### src/rtl/reaction_timer.sv
// Reaction-game round controller: arms the delay counter, times the punch in ms ticks, flags fouls/timeouts.
// Optional `define BEST_TIME_EN adds a best_ms output tracking the fastest legal reaction since reset.
module reaction_timer #(
    parameter int TICK_DIV = 50000,
    parameter int TIME_W   = 16,
    parameter int MAX_TIME = 9999
) (
    input  logic              clk,
    input  logic              rst,
    input  logic              start,
    input  logic              go_n,
    input  logic              punch,
    output logic              delay_rst_n,
    output logic              busy,
    output logic [TIME_W-1:0] react_ms,
    output logic              result_valid,
    output logic              foul,
    output logic              timeout
`ifdef BEST_TIME_EN
    ,
    output logic [TIME_W-1:0] best_ms
`endif
);

    localparam logic [1:0] IDLE = 2'd0;
    localparam logic [1:0] ARM  = 2'd1;
    localparam logic [1:0] RUN  = 2'd2;
    localparam logic [1:0] DONE = 2'd3;

    localparam int PW = (TICK_DIV > 2) ? $clog2(TICK_DIV) : 1;
    localparam logic [PW-1:0]     PRESC_LAST = PW'(TICK_DIV - 1);
    localparam logic [TIME_W-1:0] TIME_MAX   = TIME_W'(MAX_TIME);
    localparam logic [TIME_W-1:0] TIME_PRE   = TIME_W'(MAX_TIME - 1);

    logic [1:0]    state;
    logic [PW-1:0] presc;
    logic          s1, s2, s2_d;
    logic          punch_edge;
    logic          legal_finish;

    assign punch_edge = s2 & ~s2_d;
    // A legal punch ends the round at this edge with react_ms frozen at its current value.
    assign legal_finish = punch_edge && ((state == ARM && !go_n) || state == RUN);

    always_ff @(posedge clk) begin
        if (!rst) begin
            state        <= IDLE;
            presc        <= '0;
            s1           <= 1'b0;
            s2           <= 1'b0;
            s2_d         <= 1'b0;
            delay_rst_n  <= 1'b0;
            busy         <= 1'b0;
            react_ms     <= '0;
            result_valid <= 1'b0;
            foul         <= 1'b0;
            timeout      <= 1'b0;
        end else begin
            s1   <= punch;
            s2   <= s1;
            s2_d <= s2;
            case (state)
                IDLE, DONE: begin
                    if (start) begin
                        state        <= ARM;
                        react_ms     <= '0;
                        result_valid <= 1'b0;
                        foul         <= 1'b0;
                        timeout      <= 1'b0;
                        delay_rst_n  <= 1'b1;
                        busy         <= 1'b1;
                    end
                end
                ARM: begin
                    if (!go_n) begin
                        presc <= '0;
                        if (punch_edge) begin
                            state        <= DONE;
                            result_valid <= 1'b1;
                            delay_rst_n  <= 1'b0;
                            busy         <= 1'b0;
                        end else begin
                            state <= RUN;
                        end
                    end else if (punch_edge) begin
                        state       <= DONE;
                        foul        <= 1'b1;
                        delay_rst_n <= 1'b0;
                        busy        <= 1'b0;
                    end
                end
                RUN: begin
                    // Punch has priority over a coincident tick, so no increment on that edge.
                    if (punch_edge) begin
                        state        <= DONE;
                        result_valid <= 1'b1;
                        delay_rst_n  <= 1'b0;
                        busy         <= 1'b0;
                    end else if (presc == PRESC_LAST) begin
                        presc <= '0;
                        if (react_ms == TIME_PRE) begin
                            react_ms    <= TIME_MAX;
                            timeout     <= 1'b1;
                            state       <= DONE;
                            delay_rst_n <= 1'b0;
                            busy        <= 1'b0;
                        end else begin
                            react_ms <= react_ms + TIME_W'(1);
                        end
                    end else begin
                        presc <= presc + PW'(1);
                    end
                end
                default: state <= IDLE;
            endcase
        end
    end

`ifdef BEST_TIME_EN
    always_ff @(posedge clk) begin
        if (!rst) begin
            best_ms <= '1;
        end else if (legal_finish && react_ms < best_ms) begin
            best_ms <= react_ms;
        end
    end
`endif

endmodule

### config.mk
export PLATFORM = sky130hd
export DESIGN_NAME = reaction_timer
export DESIGN_NICKNAME = d
export VERILOG_FILES = /design/src/rtl/reaction_timer.sv
export SDC_FILE = /design/constraint.sdc
export NUM_CORES = 1
export LEC_CHECK = 0
export CAP_MARGIN = 10
export CORE_ASPECT_RATIO = 0.5
export CORE_UTILIZATION = 35
export DETAILED_ROUTE_END_ITERATION = 10
export HOLD_SLACK_MARGIN = 0.02
export PLACE_DENSITY_LB_ADDON = 0.12
export SLEW_MARGIN = 5
export SYNTH_ARGS = -nofsm -noshare
export SYNTH_HDL_FRONTEND = slang
export SYNTH_SLANG_ARGS = --single-unit
### constraint.sdc
create_clock -name clk -period 4.9 [get_ports clk]
set_input_delay 0.98 -clock clk [delete_from_list [all_inputs] [get_ports clk]]
set_output_delay 0.98 -clock clk [all_outputs]
set_load 0.05 [all_outputs]
==> flow_summary_export.csv, run 1 <==
group,metric,value,unit
critical_path,reg2reg_slack,2.42,ns
power,finalPower,0.00108,W
synth,synth.area.top_cells,"dfxtp_1 38%, xnor2_1 6.8%, nor2_1 4.5%",
critical_path,crit_path_end,"presc[8]",
hold_path,hold_path_class,"register to register",
critical_path,path_max_fanout,16,
die,rows,19,
synth,synth_cells,248,
clock_network,htreeDepth,2,
final_layout,final_cells,356,
critical_path,crit_chain,"clkdlybuf4s50_1 -> nand2_1 -> o211ai_1 -> o21ai_1 -> nor2_1",
global_routing,grt_use_met1,23.2,%
placement,io_buffers,25,
critical_path,crit_family,"compound AO/OA/AOI/OAI gates",
clock_network,cts_resized,0,
critical_path,rr_worst_depth,6,
synth,synth_top_area_cell,"dfxtp_1",
drt,vias_per_cell,5.15,
critical_path,cp-start-kind,"primary input",
synth,synth_top_area_share,37.7,%
clock_network,clock_latency,0.28,ns
critical_path,crit_path_start,"go_n",
timing,finClkSkew,0.00512,ns
critical_path,crit_type,"primary input to register",
final_layout,antenna_cells,0,
critical_path,required,5.03,ns
synth,syn_avg_cell_area,8.77,um^2
timing,final.min_clock_period,2.73,ns
clock_network,numCtsBuffers,5,
die,ios,26,
drt,drc,0,
placement,dpl.cell_count,348,
timing,rsz0062_at_grt,"false",
final_layout,drive_above_1_share,8.82,%
clock_network,clock_sinks,41,
die,core_area,5730,um^2
critical_path,timing.rr.start,"state[0]",
clock_network,clk_pin_slew,0.06,ns
timing,final_hold_viol_count,0,
clock_network,ctsHoldBuffers,0,
drt,wirelength,4910,um
drt,drt_iter0_drc,79,
die,dieArea,6550,um^2
global_routing,grt_max_degree,18,
global_routing,antenna_found_initial,0,
critical_path,timing.rr.end,"presc[8]",
critical_path,slowest_delay,0.93,ns
global_routing,busiest_layer,"met2",
global_routing,grt_pass1_wl,8700,um
critical_path,arrival,2.85,ns
timing,timing.final.max_slew_violations,0,
synth,synth-edff-count,0,
clock_network,root_buffer,"clkbuf_16",
hold_path,min_path_cells,1,
timing,setup-violations-final,0,
hold_path,hp-start,"s1",
timing,maxSlewHeadroom,26.1,%
global_routing,grt.total_usage,16.6,%
timing,tightest_slew,1.10,ns
placement,dp_hpwl,3430,um
die,die_w,114,um
drt,drtAntennaViolNets,0,
synth,yosysWarnings,0,
clock_network,cts_tree,"done",
timing,period_share,55.6,%
critical_path,path_depth,5,
global_routing,use_met3,4.18,%
timing,final.setup.tns,0,ns
placement,routabilityCongestion,0.773,
drt,firstDrtPassIters,4,
drt,wl_per_cell,13.8,um
final_layout,area_growth,20.2,%
global_routing,grt_use_met2,26.2,%
drt,vias,1835,
run_status,run_status,"complete, no violations",
global_routing,grt_overflow_total,0,
critical_path,crit_path_end_kind,"register",
synth,ys_seq_elements,41,
critical_path,cp_num_buf_inv,1,
final_layout,nets,281,
clock_network,clockBufferDepth,2,
timing,fmax,367,MHz
synth,syn-cell-area,2180,um^2
clock_network,post-cts-setup-buffer-count,0,
synth,syn_nets,258,
synth,synth_cell_types,52,
final_layout,final_util,45.6,%
die,die_h,57.8,um
critical_path,slowest_stage,"o21ai_1",
synth,ys_async_sr_fraction,0,%
job,maxCapViolCount,0,
power,leakagePower,0.871,nW
synth,synthFlopType,"dfxtp_1",
global_routing,grt_pass1_vias,1808,
synth,ys_seq_area_share,37.7,%
power,p_per_area,413,nW/um^2
power,ir_drop,155,uV
die,initial_core_util,38.0,%
==> placed cells by master, fill, tap and decap left out, types with 3 or more instances in the layout <==
master	n
dfxtp_1	41
nor2_1	26
clkdlybuf4s50_1	25
nand2_1	21
xnor2_1	17
a21oi_1	14
nor3_1	10
nand3_1	9
o21ai_0	9
inv_1	8
nand4_1	7
and3_1	5
nor4_1	5
ha_1	5
clkbuf_16	5
or3_1	4
nand2b_1	4
and2_1	4
o211ai_1	3
nor2b_1	3
xor2_1	3
mux2i_1	3
and4_1	3
==> kinds of logic after synthesis <==
kind of cell / share of synthesized area [%]
AO/OA/AOI/OAI: 14.7
adder cells (fa/ha/maj): 2.88
XOR/XNOR: 8.05
buffers and inverters: 4.43
flip-flops: 37.7
multiplexers: 1.38
AND/OR/NAND/NOR: 30.9
==> worst min path at each step <==
stage / end / slack [ns]
2_1_floorplan: s2 / 0.41
3_3_place_gp: s2 / 0.41
3_5_place_dp: s2 / 0.42
4_1_cts: s2 / 0.44
5_1_grt: s2 / 0.46
6_report: s2 / 0.44
==> cell usage after synthesis, types with 3 or more instances <==
library cell,count
a21oi_1,14
and2_1,4
and3_1,5
and4_1,3
clkbuf_1,5
dfxtp_1,41
ha_1,5
inv_1,8
mux2i_1,3
nand2_1,21
nand2b_1,4
nand3_1,9
nand4_1,7
nor2_1,26
nor2b_1,3
nor3_1,10
nor4_1,5
o211ai_1,3
o21ai_0,9
or3_1,4
xnor2_1,17
xor2_1,3
==> report_power, final <==
| part | total, W | leakage, nW | switching [W] | internal [W] |
|---|---|---|---|---|
| Sequential | 0.000373 | 0.332 | 0.0000166 | 0.000356 |
| Combinational | 0.000381 | 0.470 | 0.000252 | 0.000129 |
| Clock | 0.000327 | 0.0696 | 0.000140 | 0.000187 |
| Total | 0.00108 | 0.871 | 0.000408 | 0.000673 |
==> final cells by class <==
type                    count  area [um^2]
inverters                   8         30.0
repair buffers             26          258
flip-flops and latches     41          821
multi-input cells         189         1260
clock buffers               5          125
well taps                  84          105
clock inverters             3         17.5
fillers                   552         3110
==> per-stage QoR <==
stage,setup WS [ns],cell area [um^2],hold slack (ns)
final,2.17,2620,0.440
after floorplan,2.65,2180,0.412
after CTS,2.20,2620,0.439
after global placement,1.99,2470,0.415
after detailed placement,1.89,2470,0.424
after global routing,1.94,2620,0.456
==> sequential cells by signal, summed over array words and instances (netlist names) <==
name	count
foul	1
state	2
s2	1
s1	1
presc	16
timeout	1
s2_d	1
busy	1
react_ms	16
result_valid	1
==> metal layers <==
| layer | up-vias | share of wire, % |
|---|---|---|
| li1 | 942 | - |
| met1 | 871 | 53 |
| met2 | 18 | 43 |
| met3 | 4 | 3.4 |
| met4 | 0 | 0.65 |
| met5 | - | 0 |
Power figures use the tool's default switching activity.
==> run 2, diff against run 1 <==
==> constraint.sdc (replaced) <==
create_clock -name clk -period 2.7 [get_ports clk]
set_input_delay 0.54 -clock clk [delete_from_list [all_inputs] [get_ports clk]]
set_output_delay 0.54 -clock clk [all_outputs]
set_load 0.05 [all_outputs]
==> run 2 against run 1 <==
  * Register-to-register slack worse by 2.0 ns
  * Sequential share of layout area down 0.36 points
  * Sequential power up 82%
  * Clock power up 77%
  * Largest power group unchanged
==> flow_summary_export.csv, run 2 (same netlist as run 1, synthesis figures left out) <==
group,metric,value,unit
timing,final_hold_viol_count,0,
timing,tightest_slew,0.691,ns
power,pwr-share-comb,35.6,%
drt,firstDrtPassIters,4,
clock_network,clock_sinks,41,
placement,place_area,2500,um^2
timing,period_share,83.7,%
power,p_per_area,738,nW/um^2
power,netSwitchingPower,0.000724,W
global_routing,grt_overflow_total,0,
timing,setup-violations-final,0,
drt,wirelength,4910,um
critical_path,slowest_stage,"or4_1",
placement,dpl.cell_count,352,
die,dieArea,6550,um^2
hold_path,hold_path_class,"register to register",
critical_path,path_max_fanout,14,
global_routing,grt_pass1_wl,8420,um
timing,final.setup.tns,0,ns
power,pwr-share-clk,29.7,%
timing,final.min_clock_period,2.26,ns
placement,routabilityCongestion,0.781,
timing,finClkSkew,0.00450,ns
job,maxCapViolCount,0,
power,intPower,0.00123,W
clock_network,cts_tree,"done",
die,core_area,5730,um^2
global_routing,grt_max_degree,17,
die,rows,19,
die,die_h,57.8,um
drt,drtAntennaViolNets,0,
clock_network,clockBufferDepth,2,
clock_network,htreeDepth,2,
final_layout,reg_top3,"presc: 16 flops, react_ms: 16 flops, state: 2 flops",
drt,vias,1878,
critical_path,cp_num_buf_inv,2,
power,ir_drop,279,uV
clock_network,ctsHoldBuffers,0,
timing,whs,0.437,ns
clock_network,cts_resized,0,
drt,drt_iter0_drc,88,
drt,drc,0,
global_routing,antenna_found_initial,0,
power,netSwitchingFraction,37.1,%
critical_path,crit_path_end_kind,"register",
clock_network,root_buffer,"clkbuf_16",
placement,io_buffers,25,
final_layout,drive_above_1_share,10.1,%
final_layout,final_area,2650,um^2
timing,rsz0062_at_grt,"false",
critical_path,cp-start-kind,"register",
clock_network,numCtsBuffers,5,
critical_path,cp_common_cell,"inv_1",
critical_path,crit_family,"simple AND/OR/NAND/NOR gates",
critical_path,arrival,2.47,ns
die,ios,26,
clock_network,clk_pin_slew,0.06,ns
power,seq_power_share,34.7,%
timing,maxSlewHeadroom,53.9,%
final_layout,mostFrequentLayoutCells,"41 x dfxtp_1, 26 x nor2_1, 25 x clkdlybuf4s50_1",
clock_network,clock_latency,0.28,ns
timing,fmax,442,MHz
final_layout,final_common_cell,"dfxtp_1",
timing,timing.final.max_slew_violations,0,
final_layout,n_fill_cell,573,
die,initial_core_util,38.0,%
drt,vias_per_cell,5.22,
critical_path,required,2.91,ns
final_layout,nets,285,
drt,wl_per_cell,13.6,um
global_routing,grt_pass1_vias,1755,
clock_network,post-cts-setup-buffer-count,0,
critical_path,crit_chain,"inv_1 -> ha_1 -> inv_1 -> a41oi_4 -> or2_4 -> or4_1 -> o22ai_1",
power,leakagePower,0.890,nW
run_status,run_status,"complete, no violations",
placement,dp_hpwl,3550,um
critical_path,slowest_delay,0.48,ns
critical_path,crit_type,"register to register",
global_routing,grt.total_usage,16.6,%
final_layout,final_cells,360,
final_layout,antenna_cells,0,
die,die_w,114,um
final_layout,area_growth,21.6,%
-- run 2: metrics by stage --
stage               utilization, %  setup slack (ns)  power [W]
global placement              43.7             0.426    0.00138
finish                        46.2             0.440    0.00195
global route                  46.2             0.267    0.00208
floorplan                        -             0.451    0.00125
detailed placement            43.7             0.402    0.00139
CTS                           46.2             0.432    0.00198
-- run 2: final cells by class --
cell class                      instances  area (um^2)  share of cell area [%]
Multi-Input combinational cell        189         1260                    47.6
Tap cell                               84          105                    3.97
Inverter                                8         30.0                    1.14
Clock buffer                            5          125                    4.73
Sequential cell                        41          821                    31.0
Clock inverter                          3         17.5                   0.662
Timing Repair Buffer                   30          288                    10.9
-- run 2: final timing paths --
path | start | to | slack [ns] | cells after the start
setup / recovery | state[0] | react_ms[9] | 0.44 | 7
hold reg to reg | s1 | s2 | 0.44 | 1
hold / removal | s1 | s2 | 0.44 | 1
setup reg to reg | state[0] | react_ms[9] | 0.44 | 7
-- run 2: routing by layer --
| metal | routed length (um) | share of wire, % | track usage, % |
|---|---|---|---|
| met5 | 0 | 0 | 0 |
| met4 | 81 | 1.7 | 6.20 |
| met3 | 237 | 4.8 | 4.92 |
| met2 | 2040 | 41 | 25.5 |
| met1 | 2550 | 52 | 22.3 |
-- run 2: power by group through the flow --
stage	sequential, W	clock [W]	combinational [W]
CTS	0.000677	0.000600	0.000701
global route	0.000683	0.000631	0.000765
global placement	0.000688	0	0.000694
floorplan	0.000745	0	0.000507
detailed placement	0.000690	0	0.000699
finish	0.000677	0.000580	0.000695
-- run 2: worst reg2reg max path, delay by kind of cell, from the launching register on --
family                     cells  cell delay, ns
AOI/OAI and AO/OA              2            0.27
adders and majority gates      1            0.36
DFF                            1            0.35
buffers and inverters          2            0.35
and+or+nand+nor                2            0.85
==> run 3, diff against run 2 <==
==> constraint.sdc (replaced) <==
create_clock -name clk -period 2.16 [get_ports clk]
set_input_delay 0.432 -clock clk [delete_from_list [all_inputs] [get_ports clk]]
set_output_delay 0.432 -clock clk [all_outputs]
set_load 0.05 [all_outputs]
==> run 3 against run 2 <==
  * Die area unchanged
  * Global-route usage up 0.99 points
  * Register-to-register slack worse by 0.25 ns
  * Cell count up 4.7%
  * Combinational power up 42%
  * Largest cell class unchanged
  * Largest power group unchanged
  * Highest routed layer unchanged
==> flow_summary_export.csv, run 3 (same netlist as run 1, synthesis figures left out) <==
group,metric,value,unit
critical_path,reg2reg_slack,0.19,ns
timing,final.setup.tns,0,ns
final_layout,final_cells,377,
critical_path,slowest_stage,"clkdlybuf4s50_1",
hold_path,hp-start,"s1",
final_layout,final_common_cell,"dfxtp_1",
timing,timing.final.max_slew_violations,0,
drt,vias_per_cell,5.10,
timing,setup-violations-final,0,
critical_path,cp_num_buf_inv,1,
final_layout,drive_above_1_share,16.0,%
final_layout,final_area,2810,um^2
critical_path,cp-start-kind,"register",
power,p_per_area,973,nW/um^2
clock_network,clk_pin_slew,0.06,ns
timing,rsz0062_at_grt,"false",
power,ir_drop,468,uV
final_layout,n_fill_cell,537,
critical_path,crit_chain,"clkdlybuf4s50_1",
clock_network,ctsHoldBuffers,0,
placement,io_buffers,25,
die,ios,26,
drt,drtAntennaViolNets,0,
clock_network,cts_resized,0,
critical_path,path_depth,1,
clock_network,clockBufferDepth,2,
global_routing,grt_pass1_vias,1858,
drt,wl_per_cell,13.6,um
final_layout,reg_top3,"presc: 16 flops, react_ms: 16 flops, state: 2 flops",
final_layout,area_growth,29.1,%
final_layout,regArea,823,um^2
final_layout,multi_input_area,1260,um^2
critical_path,timing.rr.start,"state[0]",
global_routing,grt_max_degree,14,
critical_path,rr_worst_depth,7,
critical_path,timing.rr.end,"react_ms[8]",
timing,fin_ws,0.0854,ns
drt,vias,1921,
global_routing,grt_pass1_wl,8740,um
clock_network,root_buffer,"clkbuf_16",
clock_network,clock_sinks,41,
timing,tightest_slew,0.505,ns
run_status,run_status,"complete, no violations",
timing,fmax,482,MHz
die,core_area,5730,um^2
clock_network,numCtsBuffers,5,
final_layout,mostFrequentLayoutCells,"39 x dfxtp_1, 26 x nor2_1, 25 x clkdlybuf4s50_1",
job,maxCapViolCount,0,
die,die_h,57.8,um
die,die_w,114,um
hold_path,hold_end,"s2",
critical_path,arrival,1.64,ns
timing,final.min_clock_period,2.07,ns
timing,final_hold_viol_count,0,
critical_path,path_max_fanout,8,
placement,dp_hpwl,3820,um
clock_network,htreeDepth,2,
global_routing,grt_overflow_total,0,
clock_network,post-cts-setup-buffer-count,0,
die,rows,19,
critical_path,required,1.73,ns
critical_path,crit_type,"register to primary output",
critical_path,crit_path_end_kind,"primary output",
drt,drc,0,
critical_path,slowest_delay,0.86,ns
placement,place_area,2630,um^2
clock_network,clock_latency,0.29,ns
critical_path,crit_family,"buffers and inverters",
global_routing,grt.total_usage,17.6,%
clock_network,cts_tree,"done",
placement,routabilityCongestion,0.756,
timing,finClkSkew,0.00799,ns
timing,maxSlewHeadroom,66.3,%
placement,dpl.cell_count,369,
global_routing,antenna_found_initial,0,
drt,firstDrtPassIters,4,
final_layout,antenna_cells,0,
power,leakagePower,0.989,nW
hold_path,hold_path_class,"register to register",
hold_path,min_path_cells,1,
drt,drt_iter0_drc,78,
final_layout,nets,302,
drt,wirelength,5150,um
timing,period_share,96.0,%
placement,dp_slack,0.0128,ns
die,initial_core_util,38.0,%
die,dieArea,6550,um^2
==> run 3: changes by cell type in the layout (fill, tap and decap cells not counted), sizes merged <==
cell    delta
buf       +17
clkinv     -2
bufinv     +1
clkbuf     +1
==> run 3: worst max path at each step <==
| stage | from | endpoint | slack (ns) |
|---|---|---|---|
| after CTS | react_ms[2] | react_ms[2] | 0.07 |
| final | react_ms[9] | react_ms[9] | 0.09 |
| after floorplan | react_ms[13] | state[1] | 0.03 |
| after global placement | start | react_ms[8] | 0.05 |
| after detailed placement | start | react_ms[8] | 0.01 |
| after global routing | react_ms[9] | react_ms[9] | 0.02 |
==> run 3: where the power goes <==
group | total [W] | internal [W] | switching (W) | leakage, nW
Combinational | 0.000988 | 0.000395 | 0.000593 | 0.573
Sequential | 0.000848 | 0.000809 | 0.0000391 | 0.333
Clock | 0.000896 | 0.000577 | 0.000319 | 0.0831
==> run 3: per-stage QoR <==
step / utilization [%] / power (W) / hold slack [ns]
detailed placement: 45.9 / 0.00185 / 0.423
CTS: 49.0 / 0.00276 / 0.436
floorplan: - / 0.00156 / 0.412
global placement: 45.9 / 0.00185 / 0.418
global route: 49.0 / 0.00290 / 0.445
finish: 49.0 / 0.00273 / 0.433
==> run 3: routing by layer <==
metal	global-route usage [%]	wire length, um
met3	7.74	226
met5	0	0
met2	26.7	2190
met4	6.02	34
met1	22.5	2690
==> run 3: area by class of cell <==
type                    instances  area share [%]
well taps                      84            3.74
multi-input cells             189            44.8
clock buffers                   6            4.94
inverters                       8            1.07
clock inverters                 2            1.34
flip-flops and latches         41            29.3
repair buffers                 47            14.8
